File: config.mk
export PLATFORM = sky130hd
export DESIGN_NAME = interp_ctrl
export DESIGN_NICKNAME = d
export VERILOG_FILES = /design/src/rtl/interp_ctrl_pkg.sv /design/src/rtl/interp_ctrl_stats.sv /design/src/rtl/interp_ctrl.sv
export SDC_FILE = /design/constraint.sdc
export NUM_CORES = 1
export LEC_CHECK = 0
export ABC_AREA = 0
export ABC_CLOCK_PERIOD_IN_PS = 2250
export BUFFER_PORTS_ARGS = -buffer_cell sky130_fd_sc_hd__buf_2
export CAP_MARGIN = 20
export CORE_MARGIN = 3
export CORE_UTILIZATION = 40
export CTS_BUF_LIST = sky130_fd_sc_hd__clkbuf_8
export DETAILED_ROUTE_END_ITERATION = 7
export PLACE_DENSITY = 0.78
export SLEW_MARGIN = 20
export SYNTH_ARGS = -nofsm -noshare
export SYNTH_HDL_FRONTEND = slang
export SYNTH_SLANG_ARGS = --single-unit
File: constraint.sdc
create_clock -name clk -period 2.25 [get_ports clk]
set_clock_uncertainty 0.2 [all_clocks]
set_input_delay 0.1125 -clock clk [delete_from_list [all_inputs] [get_ports clk]]
set_output_delay 0.1125 -clock clk [all_outputs]
set_load 0.05 [all_outputs]
File: src/rtl/interp_ctrl_pkg.sv
// Shared definitions for the Bayer interpolator controller: stream dtype codes,
// state encodings and the config shadow record. Optional stats: INTERP_CTRL_STATS_EN.
`ifndef DTYPE_WIDTH
`define DTYPE_WIDTH 4
`endif
`ifndef DTYPE_FRAME_START
`define DTYPE_FRAME_START 4'h1
`endif
`ifndef DTYPE_FRAME_END
`define DTYPE_FRAME_END 4'h2
`endif
`ifndef DTYPE_ROW_START
`define DTYPE_ROW_START 4'h3
`endif
`ifndef DTYPE_ROW_END
`define DTYPE_ROW_END 4'h4
`endif
`ifndef DTYPE_PIXEL_MASK
`define DTYPE_PIXEL_MASK 4'h8
`endif

package interp_ctrl_pkg;

  localparam int DTW = `DTYPE_WIDTH;

  localparam logic [DTW-1:0] DT_FRAME_START = `DTYPE_FRAME_START;
  localparam logic [DTW-1:0] DT_FRAME_END   = `DTYPE_FRAME_END;
  localparam logic [DTW-1:0] DT_ROW_START   = `DTYPE_ROW_START;
  localparam logic [DTW-1:0] DT_ROW_END     = `DTYPE_ROW_END;
  localparam logic [DTW-1:0] DT_PIXEL_MASK  = `DTYPE_PIXEL_MASK;

  localparam logic [1:0] IDLE  = 2'd0;
  localparam logic [1:0] FRAME = 2'd1;
  localparam logic [1:0] ROW   = 2'd2;

  typedef enum logic [1:0] {
    ST_IDLE  = IDLE,
    ST_FRAME = FRAME,
    ST_ROW   = ROW
  } ctrl_state_e;

  typedef struct packed {
    logic       en;
    logic [1:0] phase;
  } cfg_t;

  // Mirror swaps the column phase, flip swaps the row phase.
  function automatic logic [1:0] eff_phase(input logic [1:0] phase,
                                           input logic flip,
                                           input logic mirror);
    return phase ^ {flip, mirror};
  endfunction

endpackage

File: src/rtl/interp_ctrl_stats.sv
// Frame geometry counters, row-length consistency check and per-frame
// dimension/count reporting for interp_ctrl. Strobes arrive pre-qualified by state.
module interp_ctrl_stats
  import interp_ctrl_pkg::*;
#(
  parameter int NUM_COLS_WIDTH  = 11,
  parameter int NUM_ROWS_WIDTH  = 11,
  parameter int FRAME_CNT_WIDTH = 16
) (
  input  logic                       clk,
  input  logic                       resetb,
  input  logic                       frame_start,
  input  logic                       row_start,
  input  logic                       pix,
  input  logic                       row_end,
  input  logic                       frame_end,
  input  logic                       err_clr,
  output logic                       err_geom,
  output logic [NUM_ROWS_WIDTH-1:0]  num_rows,
  output logic [NUM_COLS_WIDTH-1:0]  num_cols,
  output logic [FRAME_CNT_WIDTH-1:0] frame_count
);

  logic [NUM_COLS_WIDTH-1:0]  col_cnt_q, col_cnt_d;
  logic [NUM_COLS_WIDTH-1:0]  ref_len_q, ref_len_d;
  logic [NUM_ROWS_WIDTH-1:0]  row_cnt_q, row_cnt_d;
  logic [NUM_ROWS_WIDTH-1:0]  num_rows_q, num_rows_d;
  logic [NUM_COLS_WIDTH-1:0]  num_cols_q, num_cols_d;
  logic [FRAME_CNT_WIDTH-1:0] frame_count_q, frame_count_d;
  logic                       err_geom_q, err_geom_d;

  always_comb begin
    col_cnt_d     = col_cnt_q;
    ref_len_d     = ref_len_q;
    row_cnt_d     = row_cnt_q;
    num_rows_d    = num_rows_q;
    num_cols_d    = num_cols_q;
    frame_count_d = frame_count_q;
    err_geom_d    = err_geom_q & ~err_clr;

    if (frame_start) begin
      col_cnt_d = '0;
      row_cnt_d = '0;
      ref_len_d = '0;
    end else begin
      if (row_start) col_cnt_d = '0;
      if (pix && (col_cnt_q != '1)) col_cnt_d = col_cnt_q + NUM_COLS_WIDTH'(1);
      // The first row of a frame defines the reference length for the rest.
      if (row_end) begin
        if (row_cnt_q == '0) ref_len_d = col_cnt_q;
        else if (col_cnt_q != ref_len_q) err_geom_d = 1'b1;
        if (row_cnt_q != '1) row_cnt_d = row_cnt_q + NUM_ROWS_WIDTH'(1);
      end
      if (frame_end) begin
        num_rows_d    = row_cnt_q;
        num_cols_d    = ref_len_q;
        frame_count_d = frame_count_q + FRAME_CNT_WIDTH'(1);
      end
    end
  end

  always_ff @(posedge clk or negedge resetb) begin
    if (!resetb) begin
      col_cnt_q     <= '0;
      ref_len_q     <= '0;
      row_cnt_q     <= '0;
      num_rows_q    <= '0;
      num_cols_q    <= '0;
      frame_count_q <= '0;
      err_geom_q    <= 1'b0;
    end else begin
      col_cnt_q     <= col_cnt_d;
      ref_len_q     <= ref_len_d;
      row_cnt_q     <= row_cnt_d;
      num_rows_q    <= num_rows_d;
      num_cols_q    <= num_cols_d;
      frame_count_q <= frame_count_d;
      err_geom_q    <= err_geom_d;
    end
  end

  assign err_geom    = err_geom_q;
  assign num_rows    = num_rows_q;
  assign num_cols    = num_cols_q;
  assign frame_count = frame_count_q;

endmodule

File: src/rtl/interp_ctrl.sv
// Frame-synchronous controller for the Bayer interpolator: protocol FSM,
// frame-aligned config commit, sticky errors. Stats built under INTERP_CTRL_STATS_EN.
module interp_ctrl
  import interp_ctrl_pkg::*;
#(
  parameter int NUM_COLS_WIDTH  = 11,
  parameter int NUM_ROWS_WIDTH  = 11,
  parameter int FRAME_CNT_WIDTH = 16
) (
  input  logic                       clk,
  input  logic                       resetb,
  input  logic                       dvi,
  input  logic [`DTYPE_WIDTH-1:0]    dtypei,
  input  logic                       cfg_enable,
  input  logic [1:0]                 cfg_phase,
  input  logic                       cfg_mirror,
  input  logic                       cfg_flip,
  input  logic                       cfg_update,
  input  logic                       err_clr,
  output logic                       enable_o,
  output logic [1:0]                 phase_o,
  output logic                       pending,
  output logic                       cfg_applied,
  output logic                       in_frame,
  output logic                       err_proto,
  output logic                       err_geom,
  output logic [NUM_ROWS_WIDTH-1:0]  num_rows,
  output logic [NUM_COLS_WIDTH-1:0]  num_cols,
  output logic [FRAME_CNT_WIDTH-1:0] frame_count
);

  ctrl_state_e state_q, state_d;
  cfg_t        live_q, live_d;
  cfg_t        shadow_q, shadow_d;
  cfg_t        cfg_in;
  logic        pending_q, pending_d;
  logic        applied_q, applied_d;
  logic        err_proto_q, err_proto_d;
  logic        proto_evt;

  logic is_pix, is_fs, is_fe, is_rs, is_re;

  // Pixel types carry the mask bit; control codes never do.
  assign is_pix = dvi && ((dtypei & `DTYPE_PIXEL_MASK) != '0);
  assign is_fs  = dvi && !is_pix && (dtypei == `DTYPE_FRAME_START);
  assign is_fe  = dvi && !is_pix && (dtypei == `DTYPE_FRAME_END);
  assign is_rs  = dvi && !is_pix && (dtypei == `DTYPE_ROW_START);
  assign is_re  = dvi && !is_pix && (dtypei == `DTYPE_ROW_END);

  always_comb begin
    state_d   = state_q;
    proto_evt = 1'b0;
    if (is_pix) begin
      if (state_q != ST_ROW) proto_evt = 1'b1;
    end else if (is_fs) begin
      // FRAME_START always resynchronises, even when it is itself an error.
      if (state_q != ST_IDLE) proto_evt = 1'b1;
      state_d = ST_FRAME;
    end else if (is_fe) begin
      case (state_q)
        ST_FRAME: state_d = ST_IDLE;
        ST_ROW: begin
          proto_evt = 1'b1;
          state_d   = ST_IDLE;
        end
        default: proto_evt = 1'b1;
      endcase
    end else if (is_rs) begin
      if (state_q == ST_FRAME) state_d = ST_ROW;
      else proto_evt = 1'b1;
    end else if (is_re) begin
      if (state_q == ST_ROW) state_d = ST_FRAME;
      else proto_evt = 1'b1;
    end
    err_proto_d = (err_proto_q & ~err_clr) | proto_evt;
  end

  always_comb begin
    cfg_in.en    = cfg_enable;
    cfg_in.phase = eff_phase(cfg_phase, cfg_flip, cfg_mirror);
    live_d       = live_q;
    shadow_d     = shadow_q;
    pending_d    = pending_q;
    applied_d    = 1'b0;
    if (is_fs && cfg_update) begin
      live_d    = cfg_in;
      shadow_d  = cfg_in;
      pending_d = 1'b0;
      applied_d = 1'b1;
    end else if (is_fs && pending_q) begin
      live_d    = shadow_q;
      pending_d = 1'b0;
      applied_d = 1'b1;
    end else if (cfg_update) begin
      shadow_d  = cfg_in;
      pending_d = 1'b1;
    end
  end

  always_ff @(posedge clk or negedge resetb) begin
    if (!resetb) begin
      state_q     <= ST_IDLE;
      live_q      <= '0;
      shadow_q    <= '0;
      pending_q   <= 1'b0;
      applied_q   <= 1'b0;
      err_proto_q <= 1'b0;
    end else begin
      state_q     <= state_d;
      live_q      <= live_d;
      shadow_q    <= shadow_d;
      pending_q   <= pending_d;
      applied_q   <= applied_d;
      err_proto_q <= err_proto_d;
    end
  end

  assign enable_o    = live_q.en;
  assign phase_o     = live_q.phase;
  assign pending     = pending_q;
  assign cfg_applied = applied_q;
  assign in_frame    = (state_q != ST_IDLE);
  assign err_proto   = err_proto_q;

`ifdef INTERP_CTRL_STATS_EN
  interp_ctrl_stats #(
    .NUM_COLS_WIDTH (NUM_COLS_WIDTH),
    .NUM_ROWS_WIDTH (NUM_ROWS_WIDTH),
    .FRAME_CNT_WIDTH(FRAME_CNT_WIDTH)
  ) u_stats (
    .clk        (clk),
    .resetb     (resetb),
    .frame_start(is_fs),
    .row_start  (is_rs && (state_q == ST_FRAME)),
    .pix        (is_pix && (state_q == ST_ROW)),
    .row_end    (is_re && (state_q == ST_ROW)),
    .frame_end  (is_fe && (state_q == ST_FRAME)),
    .err_clr    (err_clr),
    .err_geom   (err_geom),
    .num_rows   (num_rows),
    .num_cols   (num_cols),
    .frame_count(frame_count)
  );
`else
  assign err_geom    = 1'b0;
  assign num_rows    = '0;
  assign num_cols    = '0;
  assign frame_count = '0;
`endif

endmodule

# After elaboration in Yosys (flattened, before gate mapping)
# Index checks and enable logic that the tools add are counted.
dict set report word_totals {
  ff_bits 11
  latchBits 0
  ram_bits 0
  rom_bits 0
  inputBits 14
  output_inout_bits 46
  elab_cells 67
  memories 0
}
dict set report op_classes {
  n_addsub 0
  n_mul 0
  n_div 0
  order_cmp 0
  n_eq_ne 10
  shifts 0
  mux 26
  bitwise 5
  n_reduce_logical 18
}
# operator count
set ops {}
lappend ops {{$mux W3} 5}
lappend ops {{$mux W1} 14}
lappend ops {{$mux W2} 7}
lappend ops {{$eq A4 B2 Y1 const B} 2}
lappend ops {{$logic_and A1 B1 Y1} 8}
lappend ops {{$reduce_bool A4 Y1} 2}
lappend ops {{$reduce_bool A2 Y1} 3}
lappend ops {{$reduce_and A5 Y1} 1}
lappend ops {{$eq A4 B1 Y1 const B} 1}
lappend ops {{$eq A4 B3 Y1 const B} 1}
lappend ops {{$ne A2 B2 Y1 const B} 2}
lappend ops {{$ne A4 B3 Y1 const B} 1}
lappend ops {{$ne A3 B3 Y1 const B} 1}
lappend ops {{$reduce_bool A3 Y1} 1}
lappend ops {{$eq A2 B1 Y1 const B} 1}
lappend ops {{$eq A2 B2 Y1 const B} 1}
lappend ops {{$not A1 Y1} 2}
lappend ops {{$reduce_and A2 Y1} 1}
lappend ops {{$reduce_or A2 Y1} 1}
lappend ops {{$xor A2 B2 Y2} 1}
lappend ops {{$and A1 B1 Y1} 1}
lappend ops {{$logic_not A1 Y1} 1}
lappend ops {{$or A1 B1 Y1} 1}

# Logic depth before layout (Yosys ltp)
# Gate-level depths: netlist of the first run.
dict set report logic_depth {
  depth_word 10
  mapped_depth 5
  ltp_nobuf 5
}

# Worst setup path before layout of the first run
# No wires, ideal clock.
dict set report synth_path {
  path_kind {flip-flop to flip-flop}
  from {register pending_q, in the netlist pending}
  to {register live_q, in the netlist enable_o}
  setup_time_ns 0.134
  arrival_ns 1.079
  required_time_ns 1.916
  setup_slack_ns 0.837
  stages_incl_launch_ff 4
  path_buffers 0
  period_less_slack_ns 1.413
  cell_sequence {dfrtp_1 > and3b_1 > a32oi_1 > o211ai_1}
}
dict set report synth_via {
  elab_chain_cells 2
}
# element line
set synth_rtl {}
lappend synth_rtl {{start: declaration} interp_ctrl.sv:36} ;# logic pending_q, pending_d;
lappend synth_rtl {{start signal: assignment} interp_ctrl.sv:112} ;# pending_q <= pending_d;
lappend synth_rtl {{$logic_and A1 B1 Y1} interp_ctrl.sv:90} ;# end else if (is_fs && pending_q) begin
lappend synth_rtl {{$reduce_bool A2 Y1 (no line)} --}
lappend synth_rtl {{end signal: assignment} interp_ctrl.sv:110} ;# live_q <= live_d;
lappend synth_rtl {{end: declaration} interp_ctrl.sv:33} ;# cfg_t live_q, live_d;
# No other way between the ends.
# A chain may end at the register's enable or synchronous reset.

# Worst setup path in the final report of the first run
dict set report layout_path {
  from {register state_q[1]}
  to {output in_frame}
}
dict set report layout_via {
  elab_chain_cells 1
}
# element line
set layout_rtl {}
lappend layout_rtl {{start: declaration} interp_ctrl.sv:32} ;# ctrl_state_e state_q, state_d;
lappend layout_rtl {{start signal: assignment} interp_ctrl.sv:109} ;# state_q <= state_d;
lappend layout_rtl {{$reduce_bool A2 Y1} interp_ctrl.sv:122} ;# assign in_frame = (state_q != ST_IDLE);
lappend layout_rtl {{end: declaration} interp_ctrl.sv:24} ;# output logic in_frame,
# No other way between the ends.

==> results_dict.tcl, run 1 <==
set metrics [dict create \
    cts_buffer_depth 2 \
    htree_levels 1 \
    seqCellArea_um2 275 \
    cts_resized 0 \
    antenna_left 0 \
    initial_core_util 0.452 \
    peakVddDrop_v 0.000576 \
    area_delta_synth_final_pct 7.85 \
    netlist.area_leader.share 0.311 \
    fin_crit_sh 0.677 \
    outcome "finished clean" \
    final_area_um2 1010 \
    synth_top_cell_by_area "buf_4" \
    rows 16 \
    post_dp_cell_area_um2 920 \
    ys_types 27 \
    hp-start "cfg_phase[0]" \
    cp.required_ns 1.94 \
    routed_via_density 4.28 \
    drt_iter0_markers 5 \
    rr_worst_depth 5 \
    hold_depth 4 \
    p_leak_nw 0.548 \
    endpoint_kind "output port" \
    grt_first_pass_wirelength_um 2540 \
    coreArea_um2 2080 \
    multi_input_area_um2 480 \
    routed.top_layer "met4" \
    m1WireLength_um 651 \
    worst_slack_ns 0.726 \
    hold_violations 0 \
    dr_wl_met2_um 909 \
    cap_violations 0 \
    io_pins 60 \
    critPathKind "flop to output port" \
    r2r_start "state_q[1]" \
    antenna_found_initial 0 \
    vias 681 \
    yosysMostFrequentCell "buf_4" \
    dieHeight_um 54.5 \
    dr.pass1.iters 4 \
    synth_common_cells "buf_4 (39), dfrtp_1 (11), inv_1 (8)" \
    dieArea_um2 2970 \
    min_delay_worst_endpoint "shadow_q[0]" \
    place_congestion 0.772 \
    powerDensity_nw_per_um2 988 \
    total_power_w 0.00100 \
    cts_buffers 3 \
    filler_cell_count 217 \
    synth.area.top_cells "buf_4 (31%), dfrtp_1 (29%), ha_1 (4.0%)" \
    tritoncts "done" \
    fmax_ghz 0.656 \
    synth_edf_count 0 \
    clkSlewWorstSetupHoldPaths_ns 0.05 \
    cpPeakStageDelay_ns 0.38 \
    wl_um 1790 \
    arrival_ns 1.21 \
    insertion_delay_ns 0.25 \
    crit_fanout 4 \
    rsz0062_at_grt "false" \
    drive_gt1_frac 0.205 \
    cts-root-buf "clkbuf_8" \
    cts.sinks 11 \
    die_w_um 54.5 \
    gr-total-overflow 0 \
    reg2reg_slack_ns 0.88 \
    synth_seq_cells 11 \
    antennaDiodeCount 0 \
    cts_setup_buffers 0 \
    drc 0 \
    fin_setup_tns_ns 0 \
    startpoint_type "flop" \
    grt_usage 0.124 \
    maxSlewViolCount 0 \
    place_hpwl_um 1420 \
    dp_slack_ns 0.904 \
    synthFlopType "dfrtp_1" \
    r2r-end "state_q[0]" \
    period_needed_ns 1.52 \
    avgSynthCellArea_um2 8.96 \
    final_nets 150 \
    yosys_warnings 0 \
    grt_pass1_vias 575 \
    grt_max_degree 12 \
    wire_per_inst_um 11.2 \
    setup_viol 0 \
    wl_met3_um 197 \
    cpMostUsedCell "inv_1" \
    synthCells 105 \
    syn_area_um2 941 \
    numPortBuffers 20 \
    yosysSeqAreaShare 0.293 \
    async_flop_share 1.00 \
    min-delay-path-class "input pin to flop" \
    crit_chain "inv_1 -> ha_1 -> inv_1 -> buf_2" \
    slowest_stage "dfrtp_1" \
]
[routing by layer]
layer,vias to the layer above,track usage
li1,327,-
met1,311,0.129
met2,40,0.199
met3,3,0.0599
met4,0,0.0747
met5,-,0
[how the worst max path moves through the flow]
stage,startpoint,cells past startpoint,to,slack (ns)
floorplan,pending,3,enable_o,0.84
global placement,state_q[1],5,state_q[0],0.97
detailed placement,state_q[1],4,err_proto,0.90
CTS,state_q[1],4,in_frame,0.72
global route,state_q[1],4,in_frame,0.66
finish,state_q[1],4,in_frame,0.73
[logic make-up after synthesis]
logic type | after synthesis | synth area share
buffers and inverters | 48 | 0.348
AOI/OAI and AO/OA | 21 | 0.145
and+or+nand+nor | 18 | 0.141
DFF | 11 | 0.293
adders and majority gates | 3 | 0.0399
xor gates and xnor gates | 2 | 0.0186
other | 1 | 0.00399
muxes | 1 | 0.0106
[flip-flops by register name, summed over array words and instances (netlist names)]
name and count:
cfg_applied 1, enable_o 1, pending 1, phase_o 2, shadow_q 3, err_proto 1, state_q 2
[cell usage in the layout, fill, tap and decap left out, types with 2 or more instances in the layout]
cell / instances
xor2_1: 2
ha_1: 3
o21ai_0: 6
dlygate4sd3_1: 5
nand2_1: 4
and3b_1: 3
o211ai_1: 3
clkbuf_8: 3
o21ai_1: 3
nand2b_1: 2
inv_1: 9
conb_1: 39
buf_2: 20
a32oi_1: 3
a21oi_1: 2
nor2_1: 3
dfrtp_1: 11
[final cells by class]
| cell class | count | share of cell area |
|---|---|---|
| multi-input cells | 84 | 0.473 |
| flip-flops and latches | 11 | 0.271 |
| repair buffers | 25 | 0.148 |
| clock buffers | 3 | 0.0407 |
| well taps | 27 | 0.0333 |
| inverters | 8 | 0.0296 |
| clock inverters | 1 | 0.00370 |
[where the power goes]
part	internal (W)	total, W	switching, W
clock network	0.000120	0.000199	0.0000789
registers	0.000249	0.000288	0.0000393
logic	0.000121	0.000515	0.000395
total	0.000490	0.00100	0.000513
[critical path, delay by kind of cell (launching register included)]
family / cells / cell delay [ns]
adders and majority gates: 1 / 0.20
buffers and inverters: 3 / 0.38
DFF: 1 / 0.38
[per-stage QoR]
step | hold slack [ns] | cells | utilization
after floorplan | -0.383 | 143 | -
after global placement | -0.208 | 150 | 0.442
after detailed placement | -0.205 | 150 | 0.442
after CTS | 0.0105 | 159 | 0.487
after global routing | 0.0240 | 159 | 0.487
final | 0.00766 | 159 | 0.487
[repair_timing]
item                       4_1_cts  5_1_grt
hold buffers                     5        0
hold endpoints to repair        17        0
setup endpoints to repair        0        0
No activity file was read; power rests on OpenSTA's default activity.
==> inputs of run 2 (changes only) <==
ABC_AREA = 1   (was 0)
ABC_CLOCK_PERIOD_IN_PS = 1500   (was 2250)
clock period = 1.5 ns   (was 2.25 ns; I/O delays follow)
==> run 2 against run 1 <==
Net effect:
- the flow now finishes with violations (negative setup slack)
- largest power group unchanged
- design area is 8.4% higher
- combinational power is 8.5% higher
- flip-flop and latch count stayed put
- critical endpoint is now state_q[1]
- total power is 19% higher
- clock-buffer cell count stayed put
==> results_dict.tcl, run 2 <==
set metrics [dict create \
    vias 721 \
    rows 16 \
    clkSlewWorstSetupHoldPaths_ns 0.05 \
    setup_viol 2 \
    wire_per_inst_um 9.50 \
    antenna_left 0 \
    coreArea_um2 2100 \
    fin_cells 179 \
    synth_edf_count 0 \
    synth_seq_cells 11 \
    numPortBuffers 20 \
    area_delta_synth_final_pct 16.3 \
    maxSlewViolCount 0 \
    largest_reg_flops 3 \
    drt_iter0_markers 7 \
    post_dp_cell_area_um2 937 \
    mostFrequentLayoutCell "conb_1" \
    top_register "shadow_q" \
    cts_buffers 3 \
    yosysSeqAreaShare 0.291 \
    cts.sinks 11 \
    grt_usage 0.118 \
    startpoint_type "flop" \
    sw_frac_of_total 0.473 \
    multi_input_area_um2 483 \
    wl_um 1700 \
    drc 0 \
    mostFrequentLayoutCells "conb_1 (39), buf_2 (20), nand2_1 (16), dfrtp_1 (11), inv_1 (10)" \
    fin_crit_sh 1.01 \
    antenna_found_initial 0 \
    seqCellArea_um2 275 \
    grt_max_degree 12 \
    initial_core_util 0.450 \
    die_w_um 54.6 \
    critPathKind "flop to flop" \
    powerDensity_nw_per_um2 1090 \
    combinationalPowerShare 0.467 \
    peakVddDrop_v 0.000795 \
    switching_power_w 0.000567 \
    rsz0062_at_grt "true" \
    outcome "finished, violations left" \
    cts-root-buf "clkbuf_8" \
    endpoint_kind "flop" \
    place_hpwl_um 1390 \
    insertion_delay_ns 0.23 \
    io_pins 60 \
    period_needed_ns 1.51 \
    synthFlopType "dfrtp_1" \
    min-delay-path-class "input pin to async pin" \
    yosys_warnings 0 \
    async_flop_share 1.00 \
    dieHeight_um 54.6 \
    synth.area.top_cells "buf_4 (31%), dfrtp_1 (29%), nand2_1 (6.3%)" \
    cap_violations 0 \
    ys_types 26 \
    synth_common_cells "buf_4 (39), nand2_1 (16), dfrtp_1 (11), inv_1 (11), nand3_1 (7)" \
    hold_violations 0 \
    fin_util 0.523 \
    synth_top_cell_by_area "buf_4" \
    filler_cell_count 207 \
    fin_setup_tns_ns -0.0224 \
    avgSynthCellArea_um2 8.02 \
    grt_pass1_vias 613 \
    fmax_ghz 0.660 \
    place_congestion 0.769 \
    routed_via_density 4.03 \
    dr.pass1.iters 4 \
    cts_buffer_depth 2 \
    internal-power_w 0.000631 \
    antennaDiodeCount 0 \
    final_nets 170 \
    worst_slack_ns -0.0148 \
    htree_levels 1 \
    clkPwrFrac 0.234 \
    dp_slack_ns -0.0534 \
    tritoncts "done" \
    yosysMostFrequentCell "buf_4" \
    drive_gt1_frac 0.303 \
    p_leak_nw 0.623 \
    dp_cells 165 \
    p_seq_frac 0.299 \
    syn_area_um2 946 \
    netlist.area_leader.share 0.310 \
    grt_first_pass_wirelength_um 2550 \
    synthCells 118 \
    dieArea_um2 2980 \
    gr-total-overflow 0 \
    crit_fanout 3 \
    final_area_um2 1100 \
    cp.required_ns 1.47 \
    violations "negative setup slack" \
    arrival_ns 1.48 \
]
run 2: changes by cell type in the layout (fill, tap and decap cells not counted), sizes merged, moves of 2 or more:
cell	change
nand2b	-2
a32oi	-3
o211ai	-2
nand3	+8
inv	+8
nor2	+4
and3b	-3
o21ai	-6
dlygate4sd3	+3
buf	+3
nand2	+15
run 2: through the flow:
| step | hold WS, ns | total power (W) |
|---|---|---|
| 2_1_floorplan | -0.421 | 0.000869 |
| 3_3_place_gp | -0.250 | 0.000877 |
| 3_5_place_dp | -0.245 | 0.000887 |
| 4_1_cts | 0.0206 | 0.00120 |
| 5_1_grt | 0.0434 | 0.00128 |
| 6_report | 0.0325 | 0.00120 |
run 2: worst paths after layout:
check                            startpoint          end  slack (ns)  depth (start not counted)
worst min-delay path                 resetb   phase_o[0]        0.03                          2
min in group clk                  dtypei[3]   state_q[1]        0.04                          6
worst max-delay path             state_q[1]   state_q[1]       -0.01                          8
worst min register to register  shadow_q[1]  shadow_q[1]        0.27                          2
worst max register to register   state_q[1]   state_q[1]       -0.01                          8
max in group asynchronous            resetb   state_q[1]        0.87                          2
run 2: logic make-up (layout without fill, tap and decap cells):
group           after synthesis  in the layout  share of synthesized area
simple gates                 37             37                      0.198
fa+ha+maj                     3              3                     0.0397
xor+xnor                      2              2                     0.0185
other cells                   1             39                    0.00396
buf+inv                      55             51                      0.373
compound gates                9              9                     0.0754
flops                        11             11                      0.291
run 2: per-layer routing:
metal	vias to the layer above	GRT usage	routed length, µm
met4	0	0.0249	8
met3	2	0.0409	210
met2	45	0.219	882
li1	352	-	-
met1	322	0.127	599
met5	-	0	0
run 2: power groups by stage:
stage          logic, W  registers, W  clock network, W
2_1_floorplan  0.000420      0.000449                 0
3_3_place_gp   0.000518      0.000360                 0
3_5_place_dp   0.000526      0.000361                 0
4_1_cts        0.000545      0.000358          0.000295
5_1_grt        0.000600      0.000361          0.000315
6_report       0.000559      0.000358          0.000281
run 2: layout make-up:
class,count,area share
Multi-Input combinational cell,90,0.439
Sequential cell,11,0.250
Timing Repair Buffer,31,0.184
Inverter,16,0.0546
Clock buffer,3,0.0375
Tap cell,27,0.0307
Clock inverter,1,0.00341
run 2: timing repair:
item / CTS / global route
gates resized for setup: 1 / 5
endpoints found under the hold margin: 16 / 0
setup endpoints to repair: 2 / 2
pin swaps: 1 / 1
hold buffers: 8 / 0
setup buffers: 1 / 1
run 2: worst max-delay path, cell delays in order (launching register included):
cell,delay (ns)
dfrtp_1,0.38
buf_4,0.13
buf_4,0.13
ha_1,0.19
nand3_1,0.11
nand3_2,0.12
nand2_2,0.09
nand2_1,0.05
nand2_1,0.05
